## src/rtl/sub_serial_if.sv

```systemverilog
// Operand/result handshake bundle for sub_serial: operand channel in, result channel out.
interface sub_serial_if #(parameter int WIDTH = 6);
  logic             in_valid;
  logic             in_ready;
  logic [WIDTH-1:0] a;
  logic [WIDTH-1:0] b;
  logic             out_valid;
  logic             out_ready;
  logic [WIDTH-1:0] diff;
  logic             overflow;

  modport master (
    output in_valid, a, b, out_ready,
    input  in_ready, out_valid, diff, overflow
  );

  modport slave (
    input  in_valid, a, b, out_ready,
    output in_ready, out_valid, diff, overflow
  );
endinterface

```

## src/rtl/sub_serial.sv

```systemverilog
// Bit-serial signed subtractor (a - b, LSB first, one bit per cycle) with valid/ready handshakes.
// Define SUB_SERIAL_SAT_EN to saturate diff on overflow instead of wrapping.
module sub_serial #(
  parameter int WIDTH = 6
) (
  input logic         clk,
  input logic         rst_n,
  sub_serial_if.slave bus
);
  localparam int CW = (WIDTH > 2) ? $clog2(WIDTH) : 1;

  typedef enum logic [1:0] {IDLE = 2'd0, RUN = 2'd1, DONE = 2'd2} state_t;

  state_t           r_state;
  logic [CW-1:0]    r_cnt;
  logic [WIDTH-1:0] r_a;
  logic [WIDTH-1:0] r_b;
  logic [WIDTH-1:0] r_raw;
  logic [WIDTH-1:0] r_diff;
  logic             r_c;
  logic             r_ovf;
  logic             r_inReady;
  logic             r_outValid;

  logic             w_aBit;
  logic             w_nbBit;
  logic             w_sum;
  logic             w_cOut;
  logic             w_ovf;
  logic             w_last;
  logic [WIDTH-1:0] w_raw;
  logic [WIDTH-1:0] w_result;

  // Subtraction as a + ~b + 1: the +1 comes from the carry being preset to 1 on accept.
  assign w_aBit  = r_a[r_cnt];
  assign w_nbBit = ~r_b[r_cnt];
  assign w_sum   = w_aBit ^ w_nbBit ^ r_c;
  assign w_cOut  = (w_aBit & w_nbBit) | (w_aBit & r_c) | (w_nbBit & r_c);
  assign w_last  = (r_cnt == CW'(WIDTH - 1));
  assign w_ovf   = r_c ^ w_cOut;

  always_comb begin
    w_raw            = r_raw;
    w_raw[WIDTH-1]   = w_sum;
  end

`ifdef SUB_SERIAL_SAT_EN
  logic [WIDTH-1:0] w_sat;
  assign w_sat    = r_a[WIDTH-1] ? {1'b1, {(WIDTH-1){1'b0}}} : {1'b0, {(WIDTH-1){1'b1}}};
  assign w_result = w_ovf ? w_sat : w_raw;
`else
  assign w_result = w_raw;
`endif

  always_ff @(posedge clk or negedge rst_n) begin
    if (!rst_n) begin
      r_state    <= IDLE;
      r_cnt      <= '0;
      r_a        <= '0;
      r_b        <= '0;
      r_raw      <= '0;
      r_c        <= 1'b0;
      r_diff     <= '0;
      r_ovf      <= 1'b0;
      r_inReady  <= 1'b1;
      r_outValid <= 1'b0;
    end else begin
      case (r_state)
        IDLE: begin
          if (bus.in_valid) begin
            r_a       <= bus.a;
            r_b       <= bus.b;
            r_c       <= 1'b1;
            r_cnt     <= '0;
            r_state   <= RUN;
            r_inReady <= 1'b0;
          end
        end
        RUN: begin
          r_raw[r_cnt] <= w_sum;
          r_c          <= w_cOut;
          r_cnt        <= r_cnt + CW'(1);
          if (w_last) begin
            r_diff     <= w_result;
            r_ovf      <= w_ovf;
            r_state    <= DONE;
            r_outValid <= 1'b1;
          end
        end
        DONE: begin
          // Result stays registered until the consumer takes it.
          if (bus.out_ready) begin
            r_state    <= IDLE;
            r_outValid <= 1'b0;
            r_inReady  <= 1'b1;
          end
        end
        default: begin
          r_state    <= IDLE;
          r_outValid <= 1'b0;
          r_inReady  <= 1'b1;
        end
      endcase
    end
  end

  assign bus.in_ready  = r_inReady;
  assign bus.out_valid = r_outValid;
  assign bus.diff      = r_diff;
  assign bus.overflow  = r_ovf;
endmodule
```

## src/flat_wrapper.sv

```systemverilog
// flat-port wrapper written by rule: the top's interface ports become plain ports
module sub_serial_flat 
#(
  parameter int WIDTH = 6
)
  (clk, rst_n, bus_in_valid, bus_a, bus_b, bus_out_ready, bus_in_ready, bus_out_valid, bus_diff, bus_overflow);
  sub_serial_if #(.WIDTH(WIDTH)) bus_i ();
  input logic clk;
  input logic rst_n;
  input wire logic [$bits(bus_i.in_valid)-1:0] bus_in_valid;
  input wire logic [$bits(bus_i.a)-1:0] bus_a;
  input wire logic [$bits(bus_i.b)-1:0] bus_b;
  input wire logic [$bits(bus_i.out_ready)-1:0] bus_out_ready;
  output wire logic [$bits(bus_i.in_ready)-1:0] bus_in_ready;
  output wire logic [$bits(bus_i.out_valid)-1:0] bus_out_valid;
  output wire logic [$bits(bus_i.diff)-1:0] bus_diff;
  output wire logic [$bits(bus_i.overflow)-1:0] bus_overflow;
  assign bus_i.in_valid = bus_in_valid;
  assign bus_i.a = bus_a;
  assign bus_i.b = bus_b;
  assign bus_i.out_ready = bus_out_ready;
  assign bus_in_ready = bus_i.in_ready;
  assign bus_out_valid = bus_i.out_valid;
  assign bus_diff = bus_i.diff;
  assign bus_overflow = bus_i.overflow;
  sub_serial #(.WIDTH(WIDTH)) u_core (.clk(clk), .rst_n(rst_n), .bus(bus_i));
endmodule
```

## config.mk

```make
export PLATFORM = sky130hd
export DESIGN_NAME = sub_serial_flat
export DESIGN_NICKNAME = d
export VERILOG_FILES = /design/src/rtl/sub_serial_if.sv /design/src/rtl/sub_serial.sv /design/src/flat_wrapper.sv
export SDC_FILE = /design/constraint.sdc
export NUM_CORES = 1
export LEC_CHECK = 0
export CORE_UTILIZATION = 47
export DETAILED_ROUTE_END_ITERATION = 8
export MAX_ROUTING_LAYER = met4
export PLACE_DENSITY = 0.75
export SLEW_MARGIN = 25
export SYNTH_ARGS = -nofsm -noshare
export SYNTH_HDL_FRONTEND = slang
export SYNTH_SLANG_ARGS = --single-unit
```

## constraint.sdc

```tcl
create_clock -name clk -period 2 [get_ports clk]
set_clock_uncertainty 0.05 [all_clocks]
set_input_delay 0.5 -clock clk [delete_from_list [all_inputs] [get_ports clk]]
set_output_delay 0.5 -clock clk [all_outputs]
set_load 0.03 [all_outputs]
```

* Word level (Yosys, flattened, before mapping)
Index checks and enable logic that the tools add are counted.
** Operators by class
- Add/subtract/negate cells :: 1
- Multipliers :: 0
- Div/mod/pow operators :: 0
- Magnitude comparators :: 2
- Equality and inequality tests :: 6
- Shifts and indexed selects :: 0
- Mux-type cells :: 21
- Bitwise logic cells :: 11
- Reductions and logical operators :: 9
** Operators with widths (count)
- 3-bit AND reduction :: 3
- 1-bit 2-to-1 mux :: 8
- 1-bit binary-select mux with 3-bit select :: 2
- 6-bit bitwise mux :: 1
- 2-bit 2-to-1 mux :: 3
- 1-bit case mux with 3 select lines :: 2
- 2-bit case mux with 3 select lines :: 1
- 3-bit case mux with 2 select lines :: 1
- 2-bit AND reduction :: 3
- 3-bit by 4-bit < comparator with 1-bit output, second input constant :: 1
- 2-bit != test, second input constant :: 2
- 3-bit by 1-bit adder with 3-bit output, second input constant :: 1
- 1-bit AND :: 3
- 1-bit demux with 3-bit select :: 1
- 3-bit == test, second input constant :: 1
- 3-bit by 1-bit greater-or-equal comparator with 1-bit output, second input constant :: 1
- 3-bit 2-to-1 mux :: 1
- 1-bit inverter :: 3
- 1-bit XOR :: 3
- 2-bit by 1-bit == test with 1-bit output, second input constant :: 1
- 2-bit == test, second input constant :: 1
- 2-bit logical NOT :: 1
- 2-bit by 1-bit != test with 1-bit output, second input constant :: 1
- 1-bit bitwise OR :: 2
- other kinds (3) :: 3
** Storage, ports and cells
- Register bits after elaboration :: 33
- Latch bits :: 0
- Memory bits (writable) :: 0
- ROM bits :: 0
- Input bits :: 16
- Output and inout bits :: 9
- Word-level logic and storage cells :: 60
- Memories :: 0

* Logic depth before layout (Yosys ltp)
Gate-level depths: netlist of the first run.
- Depth after elaboration :: 7
- Gate-level depth with buffers :: 7
- Gate-level depth less buffers :: 6

* Worst setup path after synthesis of the first run
No wires, ideal clock.
- Kind :: flip-flop to flip-flop
- Start point :: reg u_core.r_cnt[1]
- End point :: reg u_core.r_diff[5], in the netlist u_core.bus.diff[5]
- Setup time :: 0.129 ns
- Arrival :: 1.864 ns
- Required time :: 1.821 ns
- Slack :: -0.043 ns
- Stages on the path, launching flop included :: 7
- Path buffers :: 1
- Clock period less this slack :: 2.043 ns
- Path through :: dfrtp_1 > buf_2 > mux2_2 > a221oi_1 > a21oi_1 > fa_1 > o21ai_0
** On the way
- Cells in the longest elaborated chain, start to end :: 5
- Elaborated cells between the ends (all ways) :: 9
- Those cells by class :: eq/ne (1); mux (4); bitwise (3); reduce/logical (1)
** Ends and longest elaborated chain
- start: declaration :: RTL line sub_serial.sv:15 : logic [CW-1:0] r_cnt;
- start signal: assignment :: RTL line sub_serial.sv:82 : r_cnt <= r_cnt + CW'(1);
- 1-bit binary-select mux with 3-bit select :: RTL line sub_serial.sv:36 : assign w_nbBit = ~r_b[r_cnt];
- 1-bit 2-to-1 mux (implied by the code) :: RTL line sub_serial.sv:36
- 1-bit inverter :: RTL line sub_serial.sv:36
- 1-bit XOR (2 in series) :: RTL line sub_serial.sv:37 : assign w_sum = w_aBit ^ w_nbBit ^ r_c;
- end signal: assignment :: RTL line sub_serial.sv:84 : r_diff <= w_result;
- end: declaration :: RTL line sub_serial.sv:19 : logic [WIDTH-1:0] r_diff;
Parallel ways exist; a longest one is shown, timed or not. The select of a mux whose other input is x is not followed.
A chain may end at the register's enable or synchronous reset.

* Worst setup path after layout of the first run
Same ends and word-level chain as after synthesis.

==> metrics.md, run 1 <==
| Metric | Value |
|---|---|
| Worst Max-Slew Pin Slew | 398 ps |
| Via count | 986 |
| Worst reg-to-reg path cell count | 5 |
| Worst VDD drop | 0.000665 V |
| Register Area | 802 um2 |
| Overall Global Routing Usage | 16.6% |
| Setup Crit Path Kind | reg2reg |
| Avg Cell Area, Syn | 12.1 um2 |
| #FFs+latches synth | 32 |
| Max-cap violation count | 0 |
| Top FF cell, synth | dfrtp_1 |
| Most numerous cell in the Yosys netlist | dfrtp_1 |
| Dominant cells by area after synthesis | dfrtp_1 (52%), mux2_2 (6.8%), mux2i_1 (5.4%), mux2_4 (5.1%), o21ai_0 (3.4%) |
| Seq pwr share | 37.8% |
| Share of layout cells above drive strength 1 | 23.4% |
| Post-synth EDFFs | 0 |
| # setup viols final | 0 |
| Die Y | 58.1 um |
| Worst Path Arrival | 2140 ps |
| Hold buffers post-CTS | 0 |
| Place WS | 5.15 ps |
| Fin worst setup slack | 20.0 ps |
| Critical-path cell list | mux2_4, a221oi_2, a21oi_2, fa_2, o21ai_0 |
| Final Core Density | 62.0% |
| Leakage | 0.825 nW |
| CTS buffer count | 5 |
| Min Tclk post-route | 1980 ps |
| CTS Buffer Depth | 2 |
| Vias in the first global route | 960 |
| Clock latency on the worst-skew pair | 330 ps |
| Max Slew Vio Count | 0 |
| Antenna violations before repair | 0 |
| Fillers | 247 |
| Fin. Hold Viols | 0 |
| Total number of yosys warnings | 0 |
| Clk slew on worst S/H paths | 90 ps |
| WP data required | 2160 ps |
| Drt first pass iters | 4 |
| I/O pin total | 25 |
| CTS root buf | clkbuf_4 |
| Slowest stage cell, crit path | fa_2 |
| Final Cycle Share | 99.0% |
| Synth cell count leaders | dfrtp_1 (31), inv_1 (10), o21ai_0 (10), mux2_2 (9) |
| Clock network fraction of total power | 12.2% |
| Hold depth | 2 |
| Row count | 20 |
| Largest stage delay, worst path | 630 ps |
| Routability Congestion | 0.791 |
| First-pass GRT wire length | 4.08 mm |
| Setup crit end kind | flip-flop |
| First DRT Iteration DRCs | 32 |
| Synth Cell Area | 1480 um2 |
| Crit path launch type | flip-flop |
| Area Overhead vs Synth | 26.8% |
| Critical Path Fanout Max | 6 |
| Placed insts | 189 |
| Syn_nets | 141 |
| Int Pwr | 1.93 mW |
| Final non-filler cell total | 198 |
| Drt drc | 0 |
| Clk sink count | 32 |
| Grt ovf | 0 |
| H-tree levels | 2 |
| Yosys top cell area share | 52.4% |
| Multi-input logic area | 619 um2 |
| RSZ-0062 raised after global routing | yes |
| Hold WC Path Type | reg2reg |
| Post-synth cell types | 34 |
| CTS tree | built |
| Die width | 58.1 um |
| Final net count | 172 |
| Initial core utilization | 48.9% |
| WL/cell | 12.3 um |
| Slew margin rel. | 73.4% |
| Post-synth top area cell | dfrtp_1 |
| Comb power frac | 50.0% |
| Routed vias/inst | 4.98 |
| Die area | 3380 um2 |
| Sequential area share after synthesis | 54.2% |
| Switching part of the total | 37.8% |
| Cell count after synthesis | 122 |
| Antenna Violating Nets Remaining | 0 |
| Max Freq | 505 MHz |
| DP Wirelength | 1.72 mm |
| Synth async-reset ratio | 100% |
| Routed Wire Length | 2.43 mm |
| Largest net degree at the start of global routing | 33 |
| Ant diodes | 0 |
| NetSw | 1.17 mW |
| Setup TNS | 0 ps |
| Power Dens Cells | 1650 nW/um2 |
| Status | complete, no violations |
| Hold_ws | 432 ps |
| Core area | 3030 um2 |
| Port Buffers | 24 |
repair_timing:
action | CTS | global route
setup endpoints to repair | 5 | 7
resized for setup | 2 | 6
buffers inserted | 0 | 1
pin swaps | 0 | 2
registers in the layout, indices dropped and copies added (netlist names):
name and flops:
u_core.bus.overflow 1, u_core.r_a 6, u_core.r_state 2, u_core.r_cnt 3
u_core.bus.diff 6, u_core.bus.in_ready 1, u_core.r_c 1, u_core.bus.out_valid 1
u_core.r_raw 5, u_core.r_b 6
worst max-delay path: cells and delay by family, from the launching register on:
kind	cells	cell delay (ps)
adders and majority gates	1	630
AOI/OAI and AO/OA	3	470
muxes	1	310
DFF	1	420
cell usage in the layout, fill, tap and decap left out, types with 2 or more instances in the layout:
cell type and count:
nor2_1 4, clkbuf_1 2, a21oi_1 3, o21ai_0 10, clkbuf_4 5, nand3b_1 2
clkdlybuf4s50_1 23, ha_1 2, nand2_1 8, mux2_4 6, dfrtp_1 31, buf_4 6
nor4_1 3, o2bb2ai_1 2, mux2_2 8, inv_1 10, mux2i_1 8
metal layers:
layer / routed length [um] / part of all wire (%) / global-route usage [%] / vias up
met2: 1200 / 49 / 27.1 / 24
met4: 42 / 1.7 / 7.14 / 0
li1: - / - / - / 488
met1: 1080 / 45 / 19.3 / 470
met3: 102 / 4.2 / 4.69 / 4
met5: 0 / 0 / - / -
power groups by stage:
stage	logic, mW	clock network (mW)	registers [mW]
finish	1.55	0.379	1.17
global route	1.71	0.423	1.21
CTS	1.48	0.391	1.16
detailed placement	1.48	0	1.17
global placement	1.44	0	1.17
floorplan	0.997	0	1.25
final timing paths:
| check | from | end | slack, ps |
|---|---|---|---|
| setup / recovery | u_core.r_cnt[1] | u_core.bus.diff[5] | 20 |
| hold / removal | u_core.bus.diff[0] | u_core.bus.diff[0] | 430 |
| setup reg to reg | u_core.r_cnt[1] | u_core.bus.diff[5] | 20 |
| hold reg to reg | u_core.bus.diff[0] | u_core.bus.diff[0] | 430 |
| max in group asynchronous | rst_n | u_core.bus.in_ready | 1070 |
| min in group asynchronous | rst_n | u_core.bus.diff[3] | 500 |
cell families after synthesis:
kind of cell	count (synthesis)	share of synthesized area, %
xor+xnor	2	1.18
fa+ha+maj	3	3.04
flops	32	54.2
compound gates	21	8.62
simple gates	25	9.72
buf+inv	17	5.92
mux	22	17.3
cell type report:
type | count | share of cell area, %
sequential | 32 | 42.7
tap | 44 | 2.93
clock buffer | 8 | 3.13
multi-input combinational | 73 | 33.0
timing repair buffer | 31 | 16.2
inverter | 10 | 2.00
stage by stage:
stage	total power, mW	cell area [um2]
2_1_floorplan	2.25	1480
3_3_place_gp	2.61	1780
3_5_place_dp	2.65	1780
4_1_cts	3.03	1840
5_1_grt	3.34	1880
6_report	3.11	1880
Note: power is estimated with default switching activity, not from simulation.
==> run 2, diff against run 1 <==
CAP_MARGIN = 15   (was default)
CORE_UTILIZATION = 25   (was 47)
PLACE_DENSITY = default   (was 0.75)
REMOVE_ABC_BUFFERS = 1   (was default)
==> metrics.md, run 2 (synthesized netlist as in run 1, its figures left out) <==
| Metric | Value |
|---|---|
| Final non-filler cell total | 224 (+13%) |
| Setup crit end kind | flip-flop |
| Final Total Pwr | 3.19 mW (+2.8%) |
| Ant diodes | 0 (unchanged) |
| Area Overhead vs Synth | 30.2% |
| RSZ-0062 raised after global routing | yes |
| Drt first pass iters | 4 (unchanged) |
| Slew margin rel. | 72.3% (-1.2 points) |
| Hold_ws | 430 ps (-2.93 ps) |
| Worst Max-Slew Pin Slew | 416 ps (+17.7 ps) |
| Placed insts | 216 (+14%) |
| Row count | 27 (+35%) |
| CTS root buf | clkbuf_8 |
| Largest net degree at the start of global routing | 33 (unchanged) |
| Core area | 5610 um2 (+85%) |
| Routability Congestion | 0.791 (about the same) |
| Overall Global Routing Usage | 10.3% (-6.4 points) |
| Most frequent cells in the layout | dfrtp_1 (31), clkdlybuf4s50_1 (23), inv_1 (10) |
| # setup viols final | 0 (unchanged) |
| Min Tclk post-route | 1970 ps (-5.86 ps) |
| Vias in the first global route | 999 (+4.1%) |
| Die width | 78.9 um (+36%) |
| Routed Wire Length | 2.66 mm (+9.7%) |
| Initial core utilization | 26.4% (-22 points) |
| Worst Path Arrival | 2070 ps (-70 ps) |
| Antenna violations before repair | 0 (unchanged) |
| Leakage | 0.829 nW (+0.55%) |
| Port Buffers | 24 (unchanged) |
| Slowest stage cell, crit path | fa_2 |
| Hold WC Path Type | reg2reg |
| Power Dens Cells | 1660 nW/um2 (+0.13%) |
| Most common cell after layout, fill and taps aside | dfrtp_1 |
| Fin. Hold Viols | 0 (unchanged) |
| Crit path launch type | flip-flop |
| Fin worst setup slack | 25.8 ps (+5.86 ps) |
| Final Cycle Share | 98.7% (-0.29 points) |
| Hold buffers post-CTS | 0 (unchanged) |
| Status | complete, no violations |
| WL/cell | 11.9 um (-3.0%) |
| Routed vias/inst | 4.26 (-14%) |
| CTS Buffer Depth | 2 (unchanged) |
| Clk slew on worst S/H paths | 70 ps (-20 ps) |
| Via count | 955 (-3.1%) |
| CTS tree | built |
| CTS buffer count | 5 (unchanged) |
| Max Freq | 507 MHz (+0.30%) |
| Grt ovf | 0 (unchanged) |
| Drt drc | 0 (unchanged) |
| Final Core Density | 34.4% (-28 points) |
| Place WS | -38.2 ps (-43.4 ps) |
| WP buf/inv | 1 (+1) |
| Share of layout cells above drive strength 1 | 23.0% (-0.35 points) |
| Clk sink count | 32 (unchanged) |
| Largest stage delay, worst path | 600 ps (-30 ps) |
| I/O pin total | 25 (unchanged) |
| Critical Path Fanout Max | 6 (unchanged) |
| Antenna Violating Nets Remaining | 0 (unchanged) |
| Setup Crit Path Kind | reg2reg |
| Clock latency on the worst-skew pair | 280 ps (-50 ps) |
| Delay-heaviest family, CP | adder cells |
| WP data required | 2100 ps (-60 ps) |
| Fillers | 564 (+130%) |
| Die Y | 78.9 um (+36%) |
| First-pass GRT wire length | 4.78 mm (+17%) |
| Die area | 6230 um2 (+85%) |
| Worst VDD drop | 0.000664 V (-0.26%) |
| Max-cap violation count | 0 (unchanged) |
| First DRT Iteration DRCs | 35 (+9.4%) |
| Critical-path cell list | buf_4, mux2_2, a22oi_2, a21oi_2, fa_2, mux2i_1 |
| Final net count | 171 (-0.58%) |
| Max Slew Vio Count | 0 (unchanged) |
| DP Wirelength | 1.80 mm (+4.3%) |
| H-tree levels | 2 (unchanged) |
==> run 2: cell count changes in the layout (fill, tap and decap cells not counted) <==
cell	change
clkbuf_4	-5
clkbuf_8	+4
buf_4	-2
o21ai_0	-2
o21ai_1	+2
buf_6	+1
clkbuf_1	-1
clkinv_2	+1
==> run 2: worst reg2reg max path: stages, from the launching register on <==
cell and delay (ps):
dfrtp_1 400, buf_4 130, mux2_2 330, a22oi_2 160, a21oi_2 90, fa_2 600, mux2i_1 90
==> run 2: where the power goes <==
| group | leakage [nW] | internal [mW] | switching [mW] | total, mW |
|---|---|---|---|---|
| Clock | 0.0410 | 0.236 | 0.222 | 0.459 |
| Combinational | 0.402 | 0.790 | 0.751 | 1.54 |
| Sequential | 0.387 | 0.966 | 0.227 | 1.19 |
==> run 2: what timing repair did <==
action	in CTS	in global routing
pin swaps	2	2
resized for setup	6	5
setup endpoints to repair	6	7
hold endpoints to repair	0	0
setup buffers	1	0
==> run 2: worst paths after layout <==
kind / from / end / slack [ps] / cells past startpoint
worst max-delay path: u_core.r_cnt[1] / u_core.r_raw[4] / 30 / 6
worst min-delay path: u_core.bus.diff[3] / u_core.bus.diff[3] / 430 / 2
worst max register to register: u_core.r_cnt[1] / u_core.r_raw[4] / 30 / 6
worst min register to register: u_core.bus.diff[3] / u_core.bus.diff[3] / 430 / 2
max in group asynchronous: rst_n / u_core.bus.in_ready / 1000 / 2
min in group asynchronous: rst_n / u_core.bus.diff[1] / 570 / 2
==> run 2: layout make-up <==
type	instances	area, um2	area share (%)
Inverter	10	37.5	1.95
Sequential cell	32	802	41.6
Clock inverter	1	5.00	0.260
Clock buffer	6	72.6	3.77
Multi-Input combinational cell	73	619	32.1
Tap cell	72	90.1	4.68
Timing Repair Buffer	30	300	15.6
==> run 2: through the flow <==
stage / instance area [um2] / setup TNS [ps]
2_1_floorplan: 1430 / -289
6_report: 1930 / 0
3_5_place_dp: 1810 / -157
3_3_place_gp: 1810 / 0
5_1_grt: 1930 / -248
4_1_cts: 1910 / 0
==> run 2: metal layers <==
layer	global-route usage (%)	part of all wire [%]
met2	15.0	45
met3	3.10	4.2
met5	-	0
met1	13.4	50
met4	3.82	0.83
==> run 3, diff against run 2 <==
CELL_PAD_IN_SITES_DETAIL_PLACEMENT = 0   (was default)
CELL_PAD_IN_SITES_GLOBAL_PLACEMENT = 1   (was default)
PLACE_DENSITY_LB_ADDON = 0.1   (was default)
SLEW_MARGIN = default   (was 25)
==> metrics.md, run 3 (synthesized netlist as in run 1, its figures left out) <==
| Metric | Value |
|---|---|
| Antenna violations before repair | 0 (unchanged) |
| WP data required | 2100 ps (about the same) |
| Most frequent cells in the layout | dfrtp_1 (31), clkdlybuf4s50_1 (23), inv_1 (10) |
| Via count | 981 (+2.7%) |
| CTS tree | built |
| CTS buffer count | 5 (unchanged) |
| Core area | 5610 um2 (unchanged) |
| Fillers | 589 (+4.4%) |
| Overall Global Routing Usage | 11.5% (+1.3 points) |
| Final Core Density | 35.6% (+1.2 points) |
| Grt ovf | 0 (unchanged) |
| Die Y | 78.9 um (unchanged) |
| Routability Congestion | 0.746 (-5.7%) |
| Crit path launch type | flip-flop |
| Register Area | 802 um2 (unchanged) |
| Row count | 27 (unchanged) |
| CTS root buf | clkbuf_8 |
| Setup crit end kind | flip-flop |
| RSZ-0062 raised after global routing | yes |
| Share of layout cells above drive strength 1 | 28.8% (+5.8 points) |
| RR Endpoint | u_core.r_raw[2] |
| Min-delay src | u_core.bus.diff[0] |
| Leakage | 0.861 nW (+3.8%) |
| Drt drc | 0 (unchanged) |
| Min Tclk post-route | 2010 ps (+38.9 ps) |
| Clock latency on the worst-skew pair | 290 ps (about the same) |
| Drt first pass iters | 3 (-1) |
| Ant diodes | 0 (unchanged) |
| First-pass GRT wire length | 5.24 mm (+9.7%) |
| Final net count | 174 (+1.8%) |
| Worst Max-Slew Pin Slew | 404 ps (-12.3 ps) |
| Fin worst setup slack | -13.0 ps (-38.9 ps) |
| Final non-filler cell total | 228 (+1.8%) |
| Initial core utilization | 26.4% (unchanged) |
| H-tree levels | 2 (unchanged) |
| Worst reg2reg setup slack | -10 ps (-40 ps) |
| Status | complete, but fails checks |
| Worst R2R Start | u_core.r_cnt[1] |
| # setup viols final | 1 (+1) |
| Most common cell after layout, fill and taps aside | dfrtp_1 |
| Antenna Violating Nets Remaining | 0 (unchanged) |
| I/O pin total | 25 (unchanged) |
| Max Slew Vio Count | 0 (unchanged) |
| Hold WC Path Type | reg2reg |
| CTS Buffer Depth | 2 (unchanged) |
| Hold buffers post-CTS | 0 (unchanged) |
| Setup Crit Path Kind | reg2reg |
| Worst reg-to-reg path cell count | 5 (-1) |
| DP Wirelength | 2.09 mm (+17%) |
| WL/cell | 13.1 um (+10%) |
| Multi-input logic area | 647 um2 (+4.4%) |
| Max Freq | 497 MHz (-1.9%) |
| Hold depth | 2 (unchanged) |
| Port Buffers | 24 (unchanged) |
| Critical Path Fanout Max | 6 (unchanged) |
| Die width | 78.9 um (unchanged) |
| Largest net degree at the start of global routing | 33 (unchanged) |
| Slew margin rel. | 72.8% (+0.57 points) |
| Routed Wire Length | 2.99 mm (+12%) |
| Final Cycle Share | 101% (+1.9 points) |
| First DRT Iteration DRCs | 55 (+57%) |
| Max-cap violation count | 0 (unchanged) |
| Vias in the first global route | 1062 (+6.3%) |
| Routed vias/inst | 4.30 (+0.92%) |
| Final Total Pwr | 3.42 mW (+7.1%) |
| Hold EP | u_core.bus.diff[0] |
| Clk sink count | 32 (unchanged) |
| Power Dens Cells | 1710 nW/um2 (+3.4%) |
| Die area | 6230 um2 (unchanged) |
| Clk slew on worst S/H paths | 70 ps (about the same) |
| Fin. Hold Viols | 0 (unchanged) |
| Placed insts | 219 (+1.4%) |
| Failing checks | setup timing |
| Place WS | -88.2 ps (-49.9 ps) |
| Area Overhead vs Synth | 34.8% |
| Worst VDD drop | 0.000514 V (-23%) |
| Worst Path Arrival | 2110 ps (+40 ps) |
-- run 3: cell types whose count changed in the layout (fill, tap and decap cells not counted), sizes merged --
| cell | before | now |
|---|---|---|
| clkinv | 1 | 2 |
| buf | 6 | 9 |
-- run 3: power by group --
group | switching, mW | internal [mW] | total, mW
Sequential | 0.245 | 0.966 | 1.21
Combinational | 0.809 | 0.882 | 1.69
Clock | 0.243 | 0.274 | 0.517
-- run 3: layer usage --
layer | routed length [um] | up-vias | track usage [%]
met2 | 1420 | 21 | 18.1
li1 | - | 487 | -
met3 | 118 | 7 | 2.87
met4 | 78 | 0 | 7.09
met1 | 1370 | 466 | 13.3
met5 | 0 | - | -
-- run 3: area by class of cell --
| class | instances | share of cell area (%) |
|---|---|---|
| flip-flops and latches | 32 | 40.2 |
| multi-input cells | 73 | 32.4 |
| repair buffers | 33 | 16.4 |
| well taps | 72 | 4.51 |
| clock buffers | 6 | 4.14 |
| inverters | 10 | 1.88 |
| clock inverters | 2 | 0.502 |
-- run 3: worst max-delay path by stage --
stage | start | end | slack (ps) | cells after the start
after floorplan | u_core.r_cnt[1] | u_core.bus.diff[5] | -60 | 5
after global placement | u_core.r_cnt[1] | u_core.bus.diff[5] | 10 | 5
after detailed placement | u_core.r_cnt[1] | u_core.r_raw[2] | -90 | 6
after CTS | u_core.r_cnt[1] | u_core.r_raw[2] | -20 | 5
after global routing | u_core.r_cnt[1] | u_core.r_raw[2] | -100 | 5
final | u_core.r_cnt[1] | u_core.r_raw[2] | -10 | 5
-- run 3: critical path, stage by stage, from the launching register on --
cell and delay, ps:
dfrtp_1 420, mux2_4 310, a221oi_2 280, a21oi_2 70, fa_2 640, mux2i_1 100
-- run 3: metrics by stage --
stage                     TNS, ps  hold slack (ps)  instance area, um2
after floorplan              -289              154                1430
after CTS                   -31.6              438                1990
after detailed placement     -512              424                1830
final                       -13.0              430                2000
after global routing         -417              451                2000
after global placement          0              409                1830
-- run 3: repair_timing --
action	4_1_cts	5_1_grt
gates resized for setup	15	2
pin swaps	4	1
setup buffers	1	0
setup endpoints to repair	8	7
hold endpoints to repair	0	0
